==> src/rtl/clock_set_ctrl_if.sv <==
// Button, live-time and timekeeper-load signals between the clock-set
// controller (slave) and the panel/timekeeper side (master).
interface clock_set_ctrl_if #(
  parameter int P_SEC_BIT  = 6,
  parameter int P_MIN_BIT  = 6,
  parameter int P_HOUR_BIT = 5
);

  logic                  i_btn_mode;
  logic                  i_btn_up;
  logic                  i_btn_down;
  logic                  i_btn_cancel;
  logic [P_SEC_BIT-1:0]  i_sec;
  logic [P_MIN_BIT-1:0]  i_min;
  logic [P_HOUR_BIT-1:0] i_hour;

  logic                  o_run_en;
  logic                  o_load;
  logic [P_SEC_BIT-1:0]  o_ld_sec;
  logic [P_MIN_BIT-1:0]  o_ld_min;
  logic [P_HOUR_BIT-1:0] o_ld_hour;
  logic [2:0]            o_state;

  modport master (
    output i_btn_mode, i_btn_up, i_btn_down, i_btn_cancel,
    output i_sec, i_min, i_hour,
    input  o_run_en, o_load, o_ld_sec, o_ld_min, o_ld_hour, o_state
  );

  modport slave (
    input  i_btn_mode, i_btn_up, i_btn_down, i_btn_cancel,
    input  i_sec, i_min, i_hour,
    output o_run_en, o_load, o_ld_sec, o_ld_min, o_ld_hour, o_state
  );

endinterface

==> src/rtl/clock_set_ctrl.sv <==
// Clock-set controller: captures the live time, lets the user edit hour,
// minute and second in turn, then pulses a one-cycle load to the timekeeper.
module clock_set_ctrl #(
  parameter int P_SEC_BIT  = 6,
  parameter int P_MIN_BIT  = 6,
  parameter int P_HOUR_BIT = 5
) (
  input  logic             clk,
  input  logic             reset,
  clock_set_ctrl_if.slave  bus
);

  typedef enum logic [2:0] {
    RUN      = 3'd0,
    SET_HOUR = 3'd1,
    SET_MIN  = 3'd2,
    SET_SEC  = 3'd3,
    COMMIT   = 3'd4
  } state_t;

  localparam logic [P_HOUR_BIT-1:0] HOUR_MAX = P_HOUR_BIT'(23);
  localparam logic [P_MIN_BIT-1:0]  MIN_MAX  = P_MIN_BIT'(59);
  localparam logic [P_SEC_BIT-1:0]  SEC_MAX  = P_SEC_BIT'(59);
  localparam logic [P_HOUR_BIT-1:0] HOUR_ONE = P_HOUR_BIT'(1);
  localparam logic [P_MIN_BIT-1:0]  MIN_ONE  = P_MIN_BIT'(1);
  localparam logic [P_SEC_BIT-1:0]  SEC_ONE  = P_SEC_BIT'(1);

  state_t                state;
  logic                  run_en;
  logic                  load;
  logic [P_SEC_BIT-1:0]  ld_sec;
  logic [P_MIN_BIT-1:0]  ld_min;
  logic [P_HOUR_BIT-1:0] ld_hour;

  // Wrap by explicit compare so out-of-range captured values also land in range.
  function automatic logic [P_HOUR_BIT-1:0] step_hour(
    input logic [P_HOUR_BIT-1:0] v, input logic inc);
    if (inc)
      return (v >= HOUR_MAX) ? '0 : v + HOUR_ONE;
    else
      return (v == '0 || v > HOUR_MAX) ? HOUR_MAX : v - HOUR_ONE;
  endfunction

  function automatic logic [P_MIN_BIT-1:0] step_min(
    input logic [P_MIN_BIT-1:0] v, input logic inc);
    if (inc)
      return (v >= MIN_MAX) ? '0 : v + MIN_ONE;
    else
      return (v == '0 || v > MIN_MAX) ? MIN_MAX : v - MIN_ONE;
  endfunction

  function automatic logic [P_SEC_BIT-1:0] step_sec(
    input logic [P_SEC_BIT-1:0] v, input logic inc);
    if (inc)
      return (v >= SEC_MAX) ? '0 : v + SEC_ONE;
    else
      return (v == '0 || v > SEC_MAX) ? SEC_MAX : v - SEC_ONE;
  endfunction

  logic edit_step;
  assign edit_step = bus.i_btn_up ^ bus.i_btn_down;

  // Single state machine; cancel beats mode, mode beats up/down.
  always_ff @(posedge clk) begin
    if (reset) begin
      state   <= RUN;
      run_en  <= 1'b1;
      load    <= 1'b0;
      ld_sec  <= '0;
      ld_min  <= '0;
      ld_hour <= '0;
    end else begin
      load <= 1'b0;
      case (state)
        RUN: begin
          run_en <= 1'b1;
          if (bus.i_btn_mode) begin
            state   <= SET_HOUR;
            run_en  <= 1'b0;
            ld_sec  <= bus.i_sec;
            ld_min  <= bus.i_min;
            ld_hour <= bus.i_hour;
          end
        end

        SET_HOUR, SET_MIN, SET_SEC: begin
          run_en <= 1'b0;
          if (bus.i_btn_cancel) begin
            state  <= RUN;
            run_en <= 1'b1;
          end else if (bus.i_btn_mode) begin
            case (state)
              SET_HOUR: state <= SET_MIN;
              SET_MIN:  state <= SET_SEC;
              default: begin
                state <= COMMIT;
                load  <= 1'b1;
              end
            endcase
          end else if (edit_step) begin
            case (state)
              SET_HOUR: ld_hour <= step_hour(ld_hour, bus.i_btn_up);
              SET_MIN:  ld_min  <= step_min(ld_min, bus.i_btn_up);
              default:  ld_sec  <= step_sec(ld_sec, bus.i_btn_up);
            endcase
          end
        end

        COMMIT: begin
          state  <= RUN;
          run_en <= 1'b1;
        end

        default: begin
          state  <= RUN;
          run_en <= 1'b1;
        end
      endcase
    end
  end

  assign bus.o_state   = state;
  assign bus.o_run_en  = run_en;
  assign bus.o_load    = load;
  assign bus.o_ld_sec  = ld_sec;
  assign bus.o_ld_min  = ld_min;
  assign bus.o_ld_hour = ld_hour;

endmodule

==> src/flat_wrapper.sv <==
// flat-port wrapper written by rule: the top's interface ports become plain ports
module clock_set_ctrl_flat 
#(
  parameter int P_SEC_BIT  = 6,
  parameter int P_MIN_BIT  = 6,
  parameter int P_HOUR_BIT = 5
)
  (clk, reset, bus_i_btn_mode, bus_i_btn_up, bus_i_btn_down, bus_i_btn_cancel, bus_i_sec, bus_i_min, bus_i_hour, bus_o_run_en, bus_o_load, bus_o_ld_sec, bus_o_ld_min, bus_o_ld_hour, bus_o_state);
  clock_set_ctrl_if #(.P_SEC_BIT(P_SEC_BIT), .P_MIN_BIT(P_MIN_BIT), .P_HOUR_BIT(P_HOUR_BIT)) bus_i ();
  input  logic clk;
  input  logic reset;
  input wire logic [$bits(bus_i.i_btn_mode)-1:0] bus_i_btn_mode;
  input wire logic [$bits(bus_i.i_btn_up)-1:0] bus_i_btn_up;
  input wire logic [$bits(bus_i.i_btn_down)-1:0] bus_i_btn_down;
  input wire logic [$bits(bus_i.i_btn_cancel)-1:0] bus_i_btn_cancel;
  input wire logic [$bits(bus_i.i_sec)-1:0] bus_i_sec;
  input wire logic [$bits(bus_i.i_min)-1:0] bus_i_min;
  input wire logic [$bits(bus_i.i_hour)-1:0] bus_i_hour;
  output wire logic [$bits(bus_i.o_run_en)-1:0] bus_o_run_en;
  output wire logic [$bits(bus_i.o_load)-1:0] bus_o_load;
  output wire logic [$bits(bus_i.o_ld_sec)-1:0] bus_o_ld_sec;
  output wire logic [$bits(bus_i.o_ld_min)-1:0] bus_o_ld_min;
  output wire logic [$bits(bus_i.o_ld_hour)-1:0] bus_o_ld_hour;
  output wire logic [$bits(bus_i.o_state)-1:0] bus_o_state;
  assign bus_i.i_btn_mode = bus_i_btn_mode;
  assign bus_i.i_btn_up = bus_i_btn_up;
  assign bus_i.i_btn_down = bus_i_btn_down;
  assign bus_i.i_btn_cancel = bus_i_btn_cancel;
  assign bus_i.i_sec = bus_i_sec;
  assign bus_i.i_min = bus_i_min;
  assign bus_i.i_hour = bus_i_hour;
  assign bus_o_run_en = bus_i.o_run_en;
  assign bus_o_load = bus_i.o_load;
  assign bus_o_ld_sec = bus_i.o_ld_sec;
  assign bus_o_ld_min = bus_i.o_ld_min;
  assign bus_o_ld_hour = bus_i.o_ld_hour;
  assign bus_o_state = bus_i.o_state;
  clock_set_ctrl #(.P_SEC_BIT(P_SEC_BIT), .P_MIN_BIT(P_MIN_BIT), .P_HOUR_BIT(P_HOUR_BIT)) u_core (.clk(clk), .reset(reset), .bus(bus_i));
endmodule
==> config.mk <==
export PLATFORM = sky130hd
export DESIGN_NAME = clock_set_ctrl_flat
export DESIGN_NICKNAME = d
export VERILOG_FILES = /design/src/rtl/clock_set_ctrl_if.sv /design/src/rtl/clock_set_ctrl.sv /design/src/flat_wrapper.sv
export SDC_FILE = /design/constraint.sdc
export NUM_CORES = 1
export LEC_CHECK = 0
export CELL_PAD_IN_SITES_DETAIL_PLACEMENT = 0
export CELL_PAD_IN_SITES_GLOBAL_PLACEMENT = 1
export CORE_MARGIN = 2
export CORE_UTILIZATION = 36
export CTS_CLUSTER_DIAMETER = 40
export DETAILED_ROUTE_END_ITERATION = 6
export PLACE_DENSITY = 0.78
export REMOVE_ABC_BUFFERS = 1
export SYNTH_ARGS = -nofsm -noshare
export SYNTH_HDL_FRONTEND = slang
export SYNTH_SLANG_ARGS = --single-unit
==> constraint.sdc <==
create_clock -name clk -period 2.38 [get_ports clk]
set_input_delay 0.238 -clock clk [delete_from_list [all_inputs] [get_ports clk]]
set_output_delay 0.238 -clock clk [all_outputs]
set_load 0.1 [all_outputs]
==> results by stage, run 1 <==
Clocking:
- The clock tree from TritonCTS is built.
- The post-cts resize count is 0.
- Clock tree synthesis selected as its root buffer the cell sky130_fd_sc_hd__clkbuf_8.
- Clock-pin slew was measured on the worst setup and hold paths at 90 ps.
- Counting every sink on the clock net gives 22.
- Buffers inserted during clock tree synthesis total 3.
- The number of H-tree branching levels is 1.
- No sink is reached through more buffers than the 2 on the longest clock path.
- Hold repair after CTS inserted 0 buffers.
- After clock tree synthesis, the setup repair step added 0 buffers.
- For the worst-skew pair, the clock arrives at the later sink with an insertion delay of between 200 and 300 ps.

STA:
- The upper clock frequency limit is between 400 and 500 MHz.
- The final setup violation count is 0.
- The worst-case clock skew is 2.07 ps.
- The final critical path time including I/O delays and setup is a little over 2000 ps.
- The number of hold violations in the final report was 0.
- The worst-case headroom to the max-slew limit is 61.1%.
- The post-layout worst setup margin is roughly 340 ps.
- Setup repair after global routing left no endpoint under its margin.
- The final max-slew violation count came to 0.
- The transition time of the tightest slew-check pin is between 500 and 600 ps.
- The final critical path takes up a little under nine tenths of the cycle.

Drt:
- The number of search-and-repair iterations in the first detailed-routing pass is 4.
- The via density per instance is 5.78.
- The routed design has ~5.9 mm of wire.
- Dividing the detail-routed wire length by the instance count gives 16.0 um.
- The vias after detailed routing is between 2k and 2.5k.
- The number of design rule violations left after detail routing is 0.
- The initial detailed-routing violation count is 132.
- The count of nets left with antenna violations after detail routing is 0.

Synth:
- A synthesized cell averages 7.53 um2.
- The biggest area consumer among synthesized cells is sky130_fd_sc_hd__dfxtp_1.
- The count of unique library cells instantiated by Yosys is 63.
- The synthesis warning total is 0.
- The most frequently used flop master after synthesis is sky130_fd_sc_hd__dfxtp_1.
- In this run the cell area of the synthesized design comes to just under 2000 um2.
- For this run, the register share of the synthesized area comes to a little under a quarter.
- By count the netlist is led by sky130_fd_sc_hd__dfxtp_1, sky130_fd_sc_hd__nor2_1, sky130_fd_sc_hd__o21ai_0.
- In this run, synthesis produced a sequential element count of 22.
- The most repeated cell in the gate-level netlist after synthesis is sky130_fd_sc_hd__dfxtp_1.
- The post-synthesis cell count is between 200 and 300.
- The proportion of netlist area held by the largest area contributor is between 20% and 30%.
- The async set-reset flop share out of synthesis is 0%.
- The synthesized design contains 0 enable-type register cells.
- By area the synthesized netlist is led by sky130_fd_sc_hd__dfxtp_1, sky130_fd_sc_hd__ha_1, sky130_fd_sc_hd__o21ai_0.

Finish:
- The final design area excluding fillers is between 2000 and 2500 um2.
- The count of antenna diodes in the layout is 0.
- The fill cell total of the finished layout is 515.
- The proportion of layout cells with a drive suffix above 1 is approximately 18%.
- The signed area change from the synthesized netlist to the final layout is 27.9%.
- The layout net count is around 330.

Floorplan:
- The floorplan die area is between 6000 and 7000 um2.
- The die is approximately 77 um wide.
- For this configuration, the core starts out at a cell density of between 30% and 40%.
- The total I/O pin count is 45.
- The floorplan row count is 26.
- The die height is 77.5 um.
- In this run the standard cell core region covers just over 5000 um2.

Worst setup path:
- The maximum net fanout on the critical path is 7.
- STA puts the critical path data arrival time at 2240 ps.
- The setup path with the least slack is of type reg2reg.
- The endpoint kind of the worst setup timing path is a flip-flop.
- The worst setup path is launched from a flip-flop.
- The required time of the critical path is around 2600 ps.

Place:
- After detailed placement, the total cell area comes to around 2400 um2.
- Summed over all nets, the half-perimeter wirelength after detailed placement is about 4.4 mm.
- The worst slack at placement is between 150 and 200 ps.
- Port buffering added 44 buffers.
- The congestion estimate from routability-driven global placement came to about 0.9.

Global route:
- The initial antenna violation count was 0.
- The wire length of the first global-routing pass is just under 10 mm.
- The global-route total usage across every layer is between 10% and 20%.
- The maximum number of pins on one net before global-route repair is 14.
- The overall overflow remaining after global route is 0.
- The via count of the first global-routing pass is 1,900.

Power and ir drop:
- The total power after layout is 1.40 mW.
- The leakage power of the design is ~0.96 nW.
- VDD sags by at most approximately 270 uV.
- Power spread over the standard cell area amounts to approximately 560 nW/um2.

Run:
- Max-cap violations in this run came to 0.

Worst hold path:
- The path category of the worst min-delay check is in2reg.

Run status:
- The flow ran to the end, and the final reports show no timing, DRC or antenna violations.
critical path, stage by stage, from the launching register on:
cell and delay, ps:
sky130_fd_sc_hd__dfxtp_1 370, sky130_fd_sc_hd__ha_1 300, sky130_fd_sc_hd__o2111ai_1 340, sky130_fd_sc_hd__nand3_1 130, sky130_fd_sc_hd__or4_1 480, sky130_fd_sc_hd__a32o_1 210
sky130_fd_sc_hd__o22ai_1 130
area by class of cell:
class / count / area (um2) / area share [%]
Clock buffer: 4 / 55.1 / 2.22
Inverter: 12 / 45.0 / 1.81
Multi-Input combinational cell: 201 / 1340 / 54.1
Sequential cell: 22 / 440 / 17.7
Tap cell: 70 / 87.6 / 3.52
Timing Repair Buffer: 61 / 513 / 20.6
where the power goes:
group          total, mW  switching (mW)  internal [mW]  leakage, nW
sequential         0.460          0.0627          0.398        0.181
clock              0.280           0.132          0.148       0.0288
combinational      0.657           0.430          0.226        0.746
total               1.40           0.625          0.771        0.956
through the flow:
stage,util (%),TNS (ps),instances,hold slack (ps)
final,48.0,0,370,539
after global routing,48.0,0,370,566
after CTS,48.0,0,370,540
after detailed placement,47.0,0,366,547
after global placement,47.0,0,366,543
after floorplan,-,-484,235,310
per-layer routing:
metal / wire length [um] / global-route usage (%) / vias to the layer above
met5: 0 / 0 / -
met3: 372 / 1.86 / 2
met4: 34 / 4.29 / 0
met2: 2760 / 32.2 / 81
li1: - / - / 1060
met1: 2740 / 28.0 / 995
registers in the layout, summed over array words and instances, names as in the netlist:
name / flops
u_core.bus.o_ld_hour: 5
u_core.bus.o_ld_min: 6
u_core.bus.o_ld_sec: 6
u_core.bus.o_state: 3
u_core.bus.o_load: 1
u_core.bus.o_run_en: 1
path summary, 6_finish.rpt:
kind                                              from                      to  slack (ps)  cells past startpoint
worst max-delay path            u_core.bus.o_ld_min[1]  u_core.bus.o_ld_min[5]         340                      6
worst min-delay path                      bus_i_min[0]  u_core.bus.o_ld_min[0]         540                      3
worst max register to register  u_core.bus.o_ld_min[1]  u_core.bus.o_ld_min[5]         340                      6
worst min register to register  u_core.bus.o_ld_sec[5]  u_core.bus.o_ld_sec[5]         570                      2
kinds of logic (layout without fill, tap and decap cells):
logic type      count (synthesis)  in the layout  synth area share [%]
simple gates                   94             94                  25.1
flops                          22             22                  22.7
xor+xnor                        8              8                  4.57
fa+ha+maj                       8              8                  5.15
buf+inv                        35             77                  8.18
mux                             2              2                  1.09
compound gates                 89             89                  33.2
cell usage in the layout (no fill, tap or decap), drive strengths merged, types with 2 or more instances in the layout:
cell           instances
a211oi                 6
a21oi                 15
a221oi                 5
a22oi                  2
a311oi                 3
a31oi                 10
a32o                   3
and3                   6
buf                   39
clkbuf                 4
clkdlybuf4s50         22
dfxtp                 22
ha                     8
inv                   11
nand2                 13
nand2b                 4
nand3                 16
nand4                  2
nor2                  21
nor2b                  4
nor3                  13
nor3b                  3
nor4                   2
o2111ai                2
o211ai                 2
o21a                   2
o21ai                 17
o21bai                 2
o22ai                  4
o31a                   2
o41ai                  3
or2                    2
or3                    4
xnor2                  5
xor2                   3
(Power assumes the default switching activity.)
==> inputs of run 2 (changes only) <==
--- a/config.mk
+++ b/config.mk
@@ -11,7 +11,7 @@
 export CORE_UTILIZATION = 36
 export CTS_CLUSTER_DIAMETER = 40
 export DETAILED_ROUTE_END_ITERATION = 6
-export PLACE_DENSITY = 0.78
+export PLACE_DENSITY_LB_ADDON = 0.1
 export REMOVE_ABC_BUFFERS = 1
 export SYNTH_ARGS = -nofsm -noshare
 export SYNTH_HDL_FRONTEND = slang
==> results by stage, run 2 (synthesis results as in run 1) <==
Worst setup path:
- The number of cells traversed by the worst register-to-register path is 6 (unchanged).
- The maximum net fanout on the critical path was 7 (unchanged).
- The worst register-to-register path ends at u_core.bus.o_ld_min[5].
- The kind of start point of the critical path is a flip-flop.
- The startpoint of the lowest-slack register-to-register path is u_core.bus.o_ld_min[1].
- The reg-to-reg setup timing slack is 300 ps (-40 ps).
- The required time of the critical path is 2570 ps (about the same).
- The worst setup path is of the reg2reg kind.
- The critical path data arrival time came to 2270 ps (+30 ps).
- The endpoint kind of the worst setup timing path is a flip-flop.

Worst hold path:
- The end point of the worst hold path is u_core.bus.o_ld_min[1].
- The number of stages on the worst hold path was 3 (unchanged).
- The path category of the worst min-delay check is in2reg.
- The startpoint of the most critical hold path is bus_i_min[1].

Drt:
- The number of design rule violations left after detail routing came to 0 (unchanged).
- The initial detailed-routing violation count is 118 (-11%).
- The per-cell routed wire length is 15.4 um (-3.3%).
- The vias after detailed routing came to 2,080 (-2.7%).
- The count of nets left with antenna violations after detail routing is 0 (unchanged).
- The via density per instance is 5.61 (-3.0%).
- The post-detailed-routing wire length is 5.73 mm (-3.0%).
- The number of search-and-repair iterations in the first detailed-routing pass is 4 (unchanged).

Global route:
- The global-route total usage across every layer is 19.9% (+0.22 points).
- The overall overflow remaining after global route was 0 (unchanged).
- The via count of the first global-routing pass is 1,962 (+3.3%).
- The wire length of the first global-routing pass is 9.72 mm (+0.64%).
- The maximum number of pins on one net before global-route repair was 26 (+12).
- The initial antenna violation count came to 0 (unchanged).

STA:
- Setup repair after global routing left no endpoint under its margin.
- The transition time of the tightest slew-check pin was 592 ps (+8.44 ps).
- The final clock period utilization by the worst path is 87.3% (+1.6 points).
- The final critical path time including I/O delays and setup is 2080 ps (+38.1 ps).
- The final max-slew violation count was 0 (unchanged).
- The upper clock frequency limit is 481 MHz (-1.8%).
- The worst-case headroom to the max-slew limit is 60.5% (-0.62 points).
- The final setup violation count was 0 (unchanged).
- The number of hold violations in the final report is 0 (unchanged).
- The post-layout worst setup margin was 302 ps (-38.1 ps).
- The worst-case clock skew came to 3.96 ps (+1.89 ps).

Floorplan:
- The die height is 77.5 um (unchanged).
- The floorplan die area was 6000 um2 (unchanged).
- The floorplan row count is 26 (unchanged).
- The effective utilization at floorplan is 37.6% (unchanged).
- The die span in x is 77.5 um (unchanged).
- The core outline area is 5170 um2 (unchanged).
- The total I/O pin count was 45 (unchanged).

Clocking:
- The root buffer cell chosen for the clock tree is sky130_fd_sc_hd__clkbuf_8.
- The maximum number of buffers from clock root to sink is 2 (unchanged).
- The clock tree from TritonCTS is built.
- The number of buffers inserted during clock tree synthesis is 3 (unchanged).
- The latest clock arrival within the worst-skew pair is 260 ps (about the same).
- The number of buffers inserted to repair setup after CTS came to 0 (unchanged).
- The TritonCTS sink count is 22 (unchanged).
- The number of H-tree branching levels came to 1 (unchanged).
- The post-cts resize count is 0 (unchanged).
- The clock-pin slew on the worst setup and hold paths was 90 ps (about the same).
- The count of hold buffers inserted by post-cts repair is 0 (unchanged).

Place:
- The number of cells after detailed placement is 367 (+0.27%).
- The count of buffers inserted at the top-level ports is 44 (unchanged).
- The post-detailed-placement cell area is 2450 um2 (+0.82%).
- The placed wire-length estimate is 4.29 mm (-2.2%).
- The worst slack at placement is 113 ps (-42.2 ps).
- The placer congestion estimate is 0.836 (-4.4%).

Finish:
- The proportion of layout cells with a drive suffix above 1 is 18.3% (+0.27 points).
- The layout net count is 333 (+0.30%).
- The most common library cell in the layout ignoring fill and taps is sky130_fd_sc_hd__buf_4.
- The count of antenna diodes in the layout is 0 (unchanged).
- The top cell types in the final layout, fill and taps aside, are sky130_fd_sc_hd__buf_4, sky130_fd_sc_hd__clkdlybuf4s50_1, sky130_fd_sc_hd__dfxtp_1, sky130_fd_sc_hd__nor2_1, sky130_fd_sc_hd__o21ai_0.
- The final design area excluding fillers is 2520 um2 (+1.5%).
- The fill cell total of the finished layout is 514 (-0.19%).
- The combined area of the multi-input logic cells is 1340 um2 (unchanged).
- The number of cells in the finished layout apart from fillers is 371 (+0.27%).
- The utilization after layout is 48.7% (+0.70 points).
- The register area is 440 um2 (unchanged).
- The area growth from synthesis to layout is 29.7%.

Run:
- The number of violations of the max-capacitance limit is 0 (unchanged).

Power and ir drop:
- The worst IR drop on VDD is 249 uV (-8.2%).
- The power per standard cell area came to 584 nW/um2 (+3.9%).
- The leakage power of the design is 0.972 nW (+1.7%).

Run status:
- The run finished with clean final reports.
==> run 2: cell count changes in the layout (fill, tap and decap cells not counted) <==
cell	previous run	this run
sky130_fd_sc_hd__buf_12	0	1
sky130_fd_sc_hd__bufinv_16	0	1
sky130_fd_sc_hd__clkbuf_8	4	3
==> run 2: power by group <==
part | internal [mW] | leakage [nW] | switching, mW | total [mW]
sequential | 0.398 | 0.181 | 0.0595 | 0.457
combinational | 0.232 | 0.755 | 0.429 | 0.660
clock | 0.225 | 0.0357 | 0.130 | 0.354
total | 0.854 | 0.972 | 0.618 | 1.47
==> run 2: worst max path at each step <==
stage | start | slack (ps) | endpoint
5_1_grt | u_core.bus.o_ld_min[1] | 160 | u_core.bus.o_ld_min[5]
6_report | u_core.bus.o_ld_min[1] | 300 | u_core.bus.o_ld_min[5]
3_3_place_gp | bus_i_btn_up | 130 | u_core.bus.o_ld_hour[2]
3_5_place_dp | bus_i_btn_up | 110 | u_core.bus.o_ld_hour[1]
2_1_floorplan | u_core.bus.o_ld_hour[0] | -220 | u_core.bus.o_ld_hour[4]
4_1_cts | u_core.bus.o_ld_min[1] | 300 | u_core.bus.o_ld_min[5]
==> run 2: metrics by stage <==
step | hold WS, ps | TNS (ps) | power (mW)
final | 544 | 0 | 1.47
after global routing | 567 | 0 | 1.56
after CTS | 535 | 0 | 1.49
after detailed placement | 553 | 0 | 1.13
after global placement | 541 | 0 | 1.13
after floorplan | 310 | -484 | 0.912
==> run 2: cell type report <==
type | instances | share of cell area (%)
Multi-Input combinational cell | 201 | 53.3
Timing Repair Buffer | 62 | 21.1
Sequential cell | 22 | 17.5
Tap cell | 70 | 3.47
Inverter | 12 | 1.79
Clock buffer | 3 | 1.64
Clock inverter | 1 | 1.19
==> run 2: metal layers <==
metal	wire, um	GRT usage (%)	vias to the layer above
met3	230	1.98	6
met2	2620	32.2	53
met1	2780	27.8	967
met5	0	0	-
met4	93	6.25	0
li1	-	-	1054
==> run 2: worst max-delay path: stages, from the launching register on <==
cell and delay [ps]:
sky130_fd_sc_hd__dfxtp_1 360, sky130_fd_sc_hd__ha_1 300, sky130_fd_sc_hd__o2111ai_1 330, sky130_fd_sc_hd__nand3_1 150, sky130_fd_sc_hd__or4_1 480, sky130_fd_sc_hd__a32o_1 240
sky130_fd_sc_hd__o22ai_1 150
